### src/rtl/cache_fill_fsm_pkg.sv
// Shared definitions for the cache miss-fill engine.
// Holds the block geometry, the legacy state encoding and the address helpers
// used by cache_fill_fsm, its interface and the fill_counter sub-module.
package cache_fill_fsm_pkg;

    localparam int unsigned ADDR_W            = 16;
    localparam int unsigned BLOCK_WORDS       = 8;
    localparam int unsigned IDX_W             = $clog2(BLOCK_WORDS);
    localparam int unsigned CNT_W             = IDX_W + 1;
    localparam int unsigned BLOCK_OFFSET_BITS = 4;
    localparam int unsigned WORD_BYTES        = 2;

    // State encoding kept bit-compatible with the legacy arbiter debug taps.
    localparam logic [1:0] StIdle      = 2'b00;
    localparam logic [1:0] StWaitGrant = 2'b01;
    localparam logic [1:0] StFill      = 2'b10;

    // Base byte address of the block containing addr.
    function automatic logic [ADDR_W-1:0] block_base(input logic [ADDR_W-1:0] addr);
        return {addr[ADDR_W-1:BLOCK_OFFSET_BITS], {BLOCK_OFFSET_BITS{1'b0}}};
    endfunction

    // Byte address of word slot cnt within the block; the add truncates to ADDR_W.
    function automatic logic [ADDR_W-1:0] word_addr(input logic [ADDR_W-1:0] base,
                                                    input logic [CNT_W-1:0]  cnt);
        return base + ADDR_W'(cnt) * ADDR_W'(WORD_BYTES);
    endfunction

endpackage

### src/rtl/cache_fill_fsm_if.sv
// Bus bundle between the fill engine, the cache lookup, the arbiter and memory.
// slave  : the fill engine's view (lookup/arbiter/memory inputs, fill outputs).
// master : the surrounding system's view (drives inputs, observes outputs).
interface cache_fill_fsm_if
    import cache_fill_fsm_pkg::*;
();

    logic              miss_detected;
    logic [ADDR_W-1:0] miss_address;
    logic              mem_fetch;
    logic [ADDR_W-1:0] memory_data;
    logic              memory_data_valid;
    logic              fsm_busy;
    logic              fill_finished;
    logic              mem_read_en;
    logic [ADDR_W-1:0] memory_address;
    logic              write_data_array;
    logic [IDX_W-1:0]  fill_word_idx;
    logic              write_tag_array;

    modport slave (
        input  miss_detected,
        input  miss_address,
        input  mem_fetch,
        input  memory_data,
        input  memory_data_valid,
        output fsm_busy,
        output fill_finished,
        output mem_read_en,
        output memory_address,
        output write_data_array,
        output fill_word_idx,
        output write_tag_array
    );

    modport master (
        output miss_detected,
        output miss_address,
        output mem_fetch,
        output memory_data,
        output memory_data_valid,
        input  fsm_busy,
        input  fill_finished,
        input  mem_read_en,
        input  memory_address,
        input  write_data_array,
        input  fill_word_idx,
        input  write_tag_array
    );

endinterface

### src/rtl/cache_fill_fsm_counter.sv
// fill_counter: resettable incrementing word counter for one side of a fill.
// Ports:
//   clk, rst : clock, asynchronous active-low reset
//   clr      : synchronous clear (takes priority over en)
//   en       : increment this cycle
//   count    : current count, 0..BLOCK_WORDS
//   tc       : terminal count, high once count has reached BLOCK_WORDS
module fill_counter
    import cache_fill_fsm_pkg::*;
(
    input  logic             clk,
    input  logic             rst,
    input  logic             clr,
    input  logic             en,
    output logic [CNT_W-1:0] count,
    output logic             tc
);

    logic [CNT_W-1:0] count_q;
    logic [CNT_W-1:0] count_d;

    always_comb begin
        count_d = count_q;
        if (clr) begin
            count_d = '0;
        end else if (en) begin
            count_d = count_q + CNT_W'(1);
        end
    end

    always_ff @(posedge clk or negedge rst) begin
        if (!rst) begin
            count_q <= '0;
        end else begin
            count_q <= count_d;
        end
    end

    assign count = count_q;
    assign tc    = (count_q == CNT_W'(BLOCK_WORDS));

endmodule

### src/rtl/cache_fill_fsm.sv
// Per-cache miss-fill engine. Latches a missing block, raises busy toward the
// arbiter, waits for the fetch grant, streams BLOCK_WORDS pipelined word reads
// into memory and writes each returned word into the data array. The final
// return also writes the tag and pulses fill_finished.
// Ports:
//   clk : clock
//   rst : asynchronous active-low reset
//   bus : cache_fill_fsm_if.slave (miss/grant/memory inputs, fill outputs)
module cache_fill_fsm
    import cache_fill_fsm_pkg::*;
(
    input  logic             clk,
    input  logic             rst,
    cache_fill_fsm_if.slave  bus
);

    logic [1:0]        state_q, state_d;
    logic [ADDR_W-1:0] base_q, base_d;

    logic [CNT_W-1:0]  req_cnt;
    logic [CNT_W-1:0]  rx_cnt;
    logic              req_tc;
    logic              rx_tc;

    logic              in_idle;
    logic              req_active;
    logic              rx_valid;
    logic              last_word;

    assign in_idle    = (state_q == StIdle);
    assign req_active = (state_q == StFill) && !req_tc;
    // Returns outside FILL, or beyond a full block, never reach the array.
    assign rx_valid   = (state_q == StFill) && bus.memory_data_valid && !rx_tc;
    assign last_word  = rx_valid && (rx_cnt == CNT_W'(BLOCK_WORDS - 1));

    // Both counters sit cleared for the whole of IDLE, so each fill starts at 0.
    fill_counter u_req_cnt (
        .clk   (clk),
        .rst   (rst),
        .clr   (in_idle),
        .en    (req_active),
        .count (req_cnt),
        .tc    (req_tc)
    );

    fill_counter u_rx_cnt (
        .clk   (clk),
        .rst   (rst),
        .clr   (in_idle),
        .en    (rx_valid),
        .count (rx_cnt),
        .tc    (rx_tc)
    );

    always_comb begin
        state_d = state_q;
        base_d  = base_q;
        case (state_q)
            StIdle: begin
                if (bus.miss_detected) begin
                    base_d  = block_base(bus.miss_address);
                    state_d = StWaitGrant;
                end
            end
            StWaitGrant: begin
                if (bus.mem_fetch) begin
                    state_d = StFill;
                end
            end
            StFill: begin
                // Grant is not re-checked here; the arbiter holds it until finished.
                if (last_word) begin
                    state_d = StIdle;
                end
            end
            default: begin
                state_d = StIdle;
            end
        endcase
    end

    always_ff @(posedge clk or negedge rst) begin
        if (!rst) begin
            state_q <= StIdle;
            base_q  <= '0;
        end else begin
            state_q <= state_d;
            base_q  <= base_d;
        end
    end

    // Busy includes the raw miss so the arbiter sees it in the miss cycle.
    assign bus.fsm_busy         = !in_idle || bus.miss_detected;
    assign bus.mem_read_en      = req_active;
    assign bus.memory_address   = req_active ? word_addr(base_q, req_cnt) : '0;
    assign bus.write_data_array = rx_valid;
    assign bus.fill_word_idx    = rx_valid ? rx_cnt[IDX_W-1:0] : '0;
    assign bus.write_tag_array  = last_word;
    assign bus.fill_finished    = last_word;

endmodule

### src/flat_wrapper.sv
// flat-port wrapper written by rule: the top's interface ports become plain ports
module cache_fill_fsm_flat import cache_fill_fsm_pkg::*;
  (clk, rst, bus_miss_detected, bus_miss_address, bus_mem_fetch, bus_memory_data, bus_memory_data_valid, bus_fsm_busy, bus_fill_finished, bus_mem_read_en, bus_memory_address, bus_write_data_array, bus_fill_word_idx, bus_write_tag_array);
  cache_fill_fsm_if bus_i ();
  input  logic clk;
  input  logic rst;
  input wire logic [$bits(bus_i.miss_detected)-1:0] bus_miss_detected;
  input wire logic [$bits(bus_i.miss_address)-1:0] bus_miss_address;
  input wire logic [$bits(bus_i.mem_fetch)-1:0] bus_mem_fetch;
  input wire logic [$bits(bus_i.memory_data)-1:0] bus_memory_data;
  input wire logic [$bits(bus_i.memory_data_valid)-1:0] bus_memory_data_valid;
  output wire logic [$bits(bus_i.fsm_busy)-1:0] bus_fsm_busy;
  output wire logic [$bits(bus_i.fill_finished)-1:0] bus_fill_finished;
  output wire logic [$bits(bus_i.mem_read_en)-1:0] bus_mem_read_en;
  output wire logic [$bits(bus_i.memory_address)-1:0] bus_memory_address;
  output wire logic [$bits(bus_i.write_data_array)-1:0] bus_write_data_array;
  output wire logic [$bits(bus_i.fill_word_idx)-1:0] bus_fill_word_idx;
  output wire logic [$bits(bus_i.write_tag_array)-1:0] bus_write_tag_array;
  assign bus_i.miss_detected = bus_miss_detected;
  assign bus_i.miss_address = bus_miss_address;
  assign bus_i.mem_fetch = bus_mem_fetch;
  assign bus_i.memory_data = bus_memory_data;
  assign bus_i.memory_data_valid = bus_memory_data_valid;
  assign bus_fsm_busy = bus_i.fsm_busy;
  assign bus_fill_finished = bus_i.fill_finished;
  assign bus_mem_read_en = bus_i.mem_read_en;
  assign bus_memory_address = bus_i.memory_address;
  assign bus_write_data_array = bus_i.write_data_array;
  assign bus_fill_word_idx = bus_i.fill_word_idx;
  assign bus_write_tag_array = bus_i.write_tag_array;
  cache_fill_fsm u_core (.clk(clk), .rst(rst), .bus(bus_i));
endmodule
### config.mk
export PLATFORM = sky130hd
export DESIGN_NAME = cache_fill_fsm_flat
export DESIGN_NICKNAME = d
export VERILOG_FILES = /design/src/rtl/cache_fill_fsm_pkg.sv /design/src/rtl/cache_fill_fsm_if.sv /design/src/rtl/cache_fill_fsm_counter.sv /design/src/rtl/cache_fill_fsm.sv /design/src/flat_wrapper.sv
export SDC_FILE = /design/constraint.sdc
export NUM_CORES = 1
export LEC_CHECK = 0
export CORE_MARGIN = 4
export CORE_UTILIZATION = 30
export CTS_CLUSTER_DIAMETER = 50
export CTS_CLUSTER_SIZE = 10
export DETAILED_ROUTE_END_ITERATION = 8
export GPL_TIMING_DRIVEN = 0
export HOLD_SLACK_MARGIN = 0.06
export PLACE_DENSITY = 0.64
export SLEW_MARGIN = 40
export SYNTH_ARGS = -nofsm -noshare
export SYNTH_HDL_FRONTEND = slang
export SYNTH_HIERARCHICAL = 1
export SYNTH_SLANG_ARGS = --single-unit
### constraint.sdc
create_clock -name clk -period 3.36 [get_ports clk]
set_input_delay 0.672 -clock clk [delete_from_list [all_inputs] [get_ports clk]]
set_output_delay 0.672 -clock clk [all_outputs]
set_load 0.01 [all_outputs]
==> out/qor.yml <==
timing_worst_setup_path_type: "reg -> out"
wire_per_inst_um: 13.0
clock_skew_ps: 1.13
core_um2: 4380
maxCapViolations: 0
fp.dieW_um: 75.4
antenna_found_initial: 0
overflow: 0
setup_viol: 0
grt_start_max_net_pins: 23
place.gp.congestion: 0.706
rows: 24
cts_tree: "done"
synth_warnings: 6
async_flop_share_pct: 100
io_pins: 61
p_leak_nw: 0.743
worstSkewPairLatency_ps: 260
critPathRequiredTime_ps: 2690
post-route-period-util_pct: 94.0
die_height_um: 75.4
synth_edf_count: 0
grt_pass1_wl_um: 5130
max-slew-margin-rel_pct: 52.4
layout.nets: 222
drt_pre_antenna_iters: 4
cp.arrival_ps: 2490
drive_gt1_share_pct: 18.1
fin_cells: 229
area_delta_synth_final_pct: 36.4
ys_seq_area_share_pct: 40.4
cts_buffer_depth: 2
start_util_pct: 31.1
final_area_um2: 1860
post-synth-top-count-cell: "dfrtp_1"
worstMarginPinSlew_ps: 711
endpoint_kind: "output pin"
drc: 0
yosys-top-cells-count: "dfrtp_1, nor2_1, mux2_2, and2_1, a21oi_1"
dpl-instance-area_um2: 1810
grt_use_total_pct: 11.6
syn_area_um2: 1360
cts_made_buffers: 3
dr_total_vias: 1109
clock-sinks: 22
synth_top_cell_by_area: "dfrtp_1"
viasPerCell: 4.84
vdd_drop_max_mv: 0.265
tns_ps: 0
dp_cells: 226
min_period_ps: 3160
final-max-slew-violation-count: 0
status: "complete, no violations"
dp_hpwl_um: 2170
fmax_ghz: 0.317
h-tree-depth: 1
grt_pass1_vias: 1130
start_kind: "flip-flop"
synth_top_area_share_pct: 40.4
hold_class: "in -> async"
wl_um: 2980
crit_fanout: 4
syn_inst: 135
antennaDiodeCount: 0
port_buffers: 39
ys_top_cells_by_area: "dfrtp_1, mux2_2, ha_1"
ys_types: 36
synth-main-ff-cell: "dfrtp_1"
fp.dieArea_um2: 5680
p_per_area_nw_per_um2: 643
cts.clk_slew.worst_paths_ps: 80
hold_viol: 0
ant_nets: 0
root_buffer: "clkbuf_8"
synth_area_per_cell_um2: 10.1
rsz0062_at_grt: "false"
power.total_mw: 1.19
drtIter0Drc: 39
syn_nets: 178
synth-seq-cells: 22
cts_hold_buf: 0
## layer usage
| layer | track usage (%) | vias to the layer above | routed length [µm] |
|---|---|---|---|
| met3 | 2.11 | 5 | 142 |
| met2 | 18.6 | 27 | 1380 |
| met5 | 0 | - | 0 |
| met4 | 3.50 | 0 | 34 |
| met1 | 15.9 | 520 | 1420 |
| li1 | - | 557 | - |
## cell type report
cell class | instances | area [µm²]
clock buffer | 3 | 41.3
sequential | 22 | 551
timing repair buffer | 39 | 385
tap | 52 | 65.1
fill | 432 | 2530
buffer | 4 | 25.0
inverter | 6 | 26.3
multi-input combinational | 103 | 763
## flip-flops by register name, indices dropped and copies added (netlist names)
| register | count |
|---|---|
| u_core/state_q | 2 |
| u_core/base_q | 12 |
| u_core/u_req_cnt/count | 4 |
| u_core/u_rx_cnt/count | 4 |
## final timing paths
path                                                        from                                    end  slack (ps)  cells past startpoint
setup / recovery           u_core/u_req_cnt/count[3]$_DFFE_PN0P_                 bus_memory_address[14]         200                      6
setup reg to reg                   u_core/state_q[0]$_DFFE_PN0P_           u_core/base_q[7]$_DFFE_PN0P_        1260                      4
hold reg to reg                    u_core/state_q[1]$_DFFE_PN0P_          u_core/state_q[0]$_DFFE_PN0P_         510                      1
min in group clk                   u_core/state_q[1]$_DFFE_PN0P_          u_core/state_q[0]$_DFFE_PN0P_         510                      1
hold / removal                                               rst  u_core/u_req_cnt/count[1]$_DFFE_PN0P_         370                      1
max in group asynchronous                                    rst          u_core/base_q[10]$_DFFE_PN0P_        2640                      1
## worst max-delay path, cell delays in order (launching register included)
cell	delay [ps]
dfrtp_1	400
ha_1	230
ha_1	250
nand3_1	160
or4_1	490
a21oi_1	160
clkdlybuf4s50_1	550
## cells in the final DEF, fill, tap and decap left out, drive strengths merged, types with 3 or more instances in the layout
cell type      Yosys  final
a21oi              8      8
clkbuf             0      3
nand4              4      4
nand3b             3      3
o31ai              4      4
mux2              14     14
and2               9      9
xnor2              4      4
clkdlybuf4s50      0     38
nand2              5      5
dfrtp             22     22
nor2              13     13
buf                4      5
or3                3      3
inv                6      5
nand3              5      5
ha                 6      6
or4                4      4
o21ai              3      3
## kinds of logic after synthesis
family / after synthesis / share of synthesized area, %
xor gates and xnor gates: 5 / 3.22
DFF: 22 / 40.4
muxes: 16 / 13.6
other: 1 / 0.275
buffers and inverters: 10 / 3.49
adders and majority gates: 6 / 5.51
AOI/OAI and AO/OA: 20 / 9.37
and+or+nand+nor: 55 / 24.1
## stage by stage
step / hold WS (ps) / setup slack [ps] / util (%)
global placement: 494 / 316 / 41.4
floorplan: 376 / 1080 / -
global route: 417 / 24.1 / 42.4
detailed placement: 502 / 314 / 41.3
CTS: 397 / 155 / 42.3
finish: 375 / 201 / 42.4
## where the power goes
part | switching [mW] | total, mW | internal, mW | leakage [nW]
logic | 0.238 | 0.530 | 0.292 | 0.444
clock network | 0.0808 | 0.161 | 0.0799 | 0.0216
registers | 0.139 | 0.504 | 0.365 | 0.277
total | 0.457 | 1.19 | 0.737 | 0.743
## timing repair
item,4_1_cts,5_1_grt
setup buffers,0,0
endpoints found under the hold margin,0,0
gates resized for setup,0,1
endpoints found under the setup margin,0,3
(Power assumes the default switching activity.)
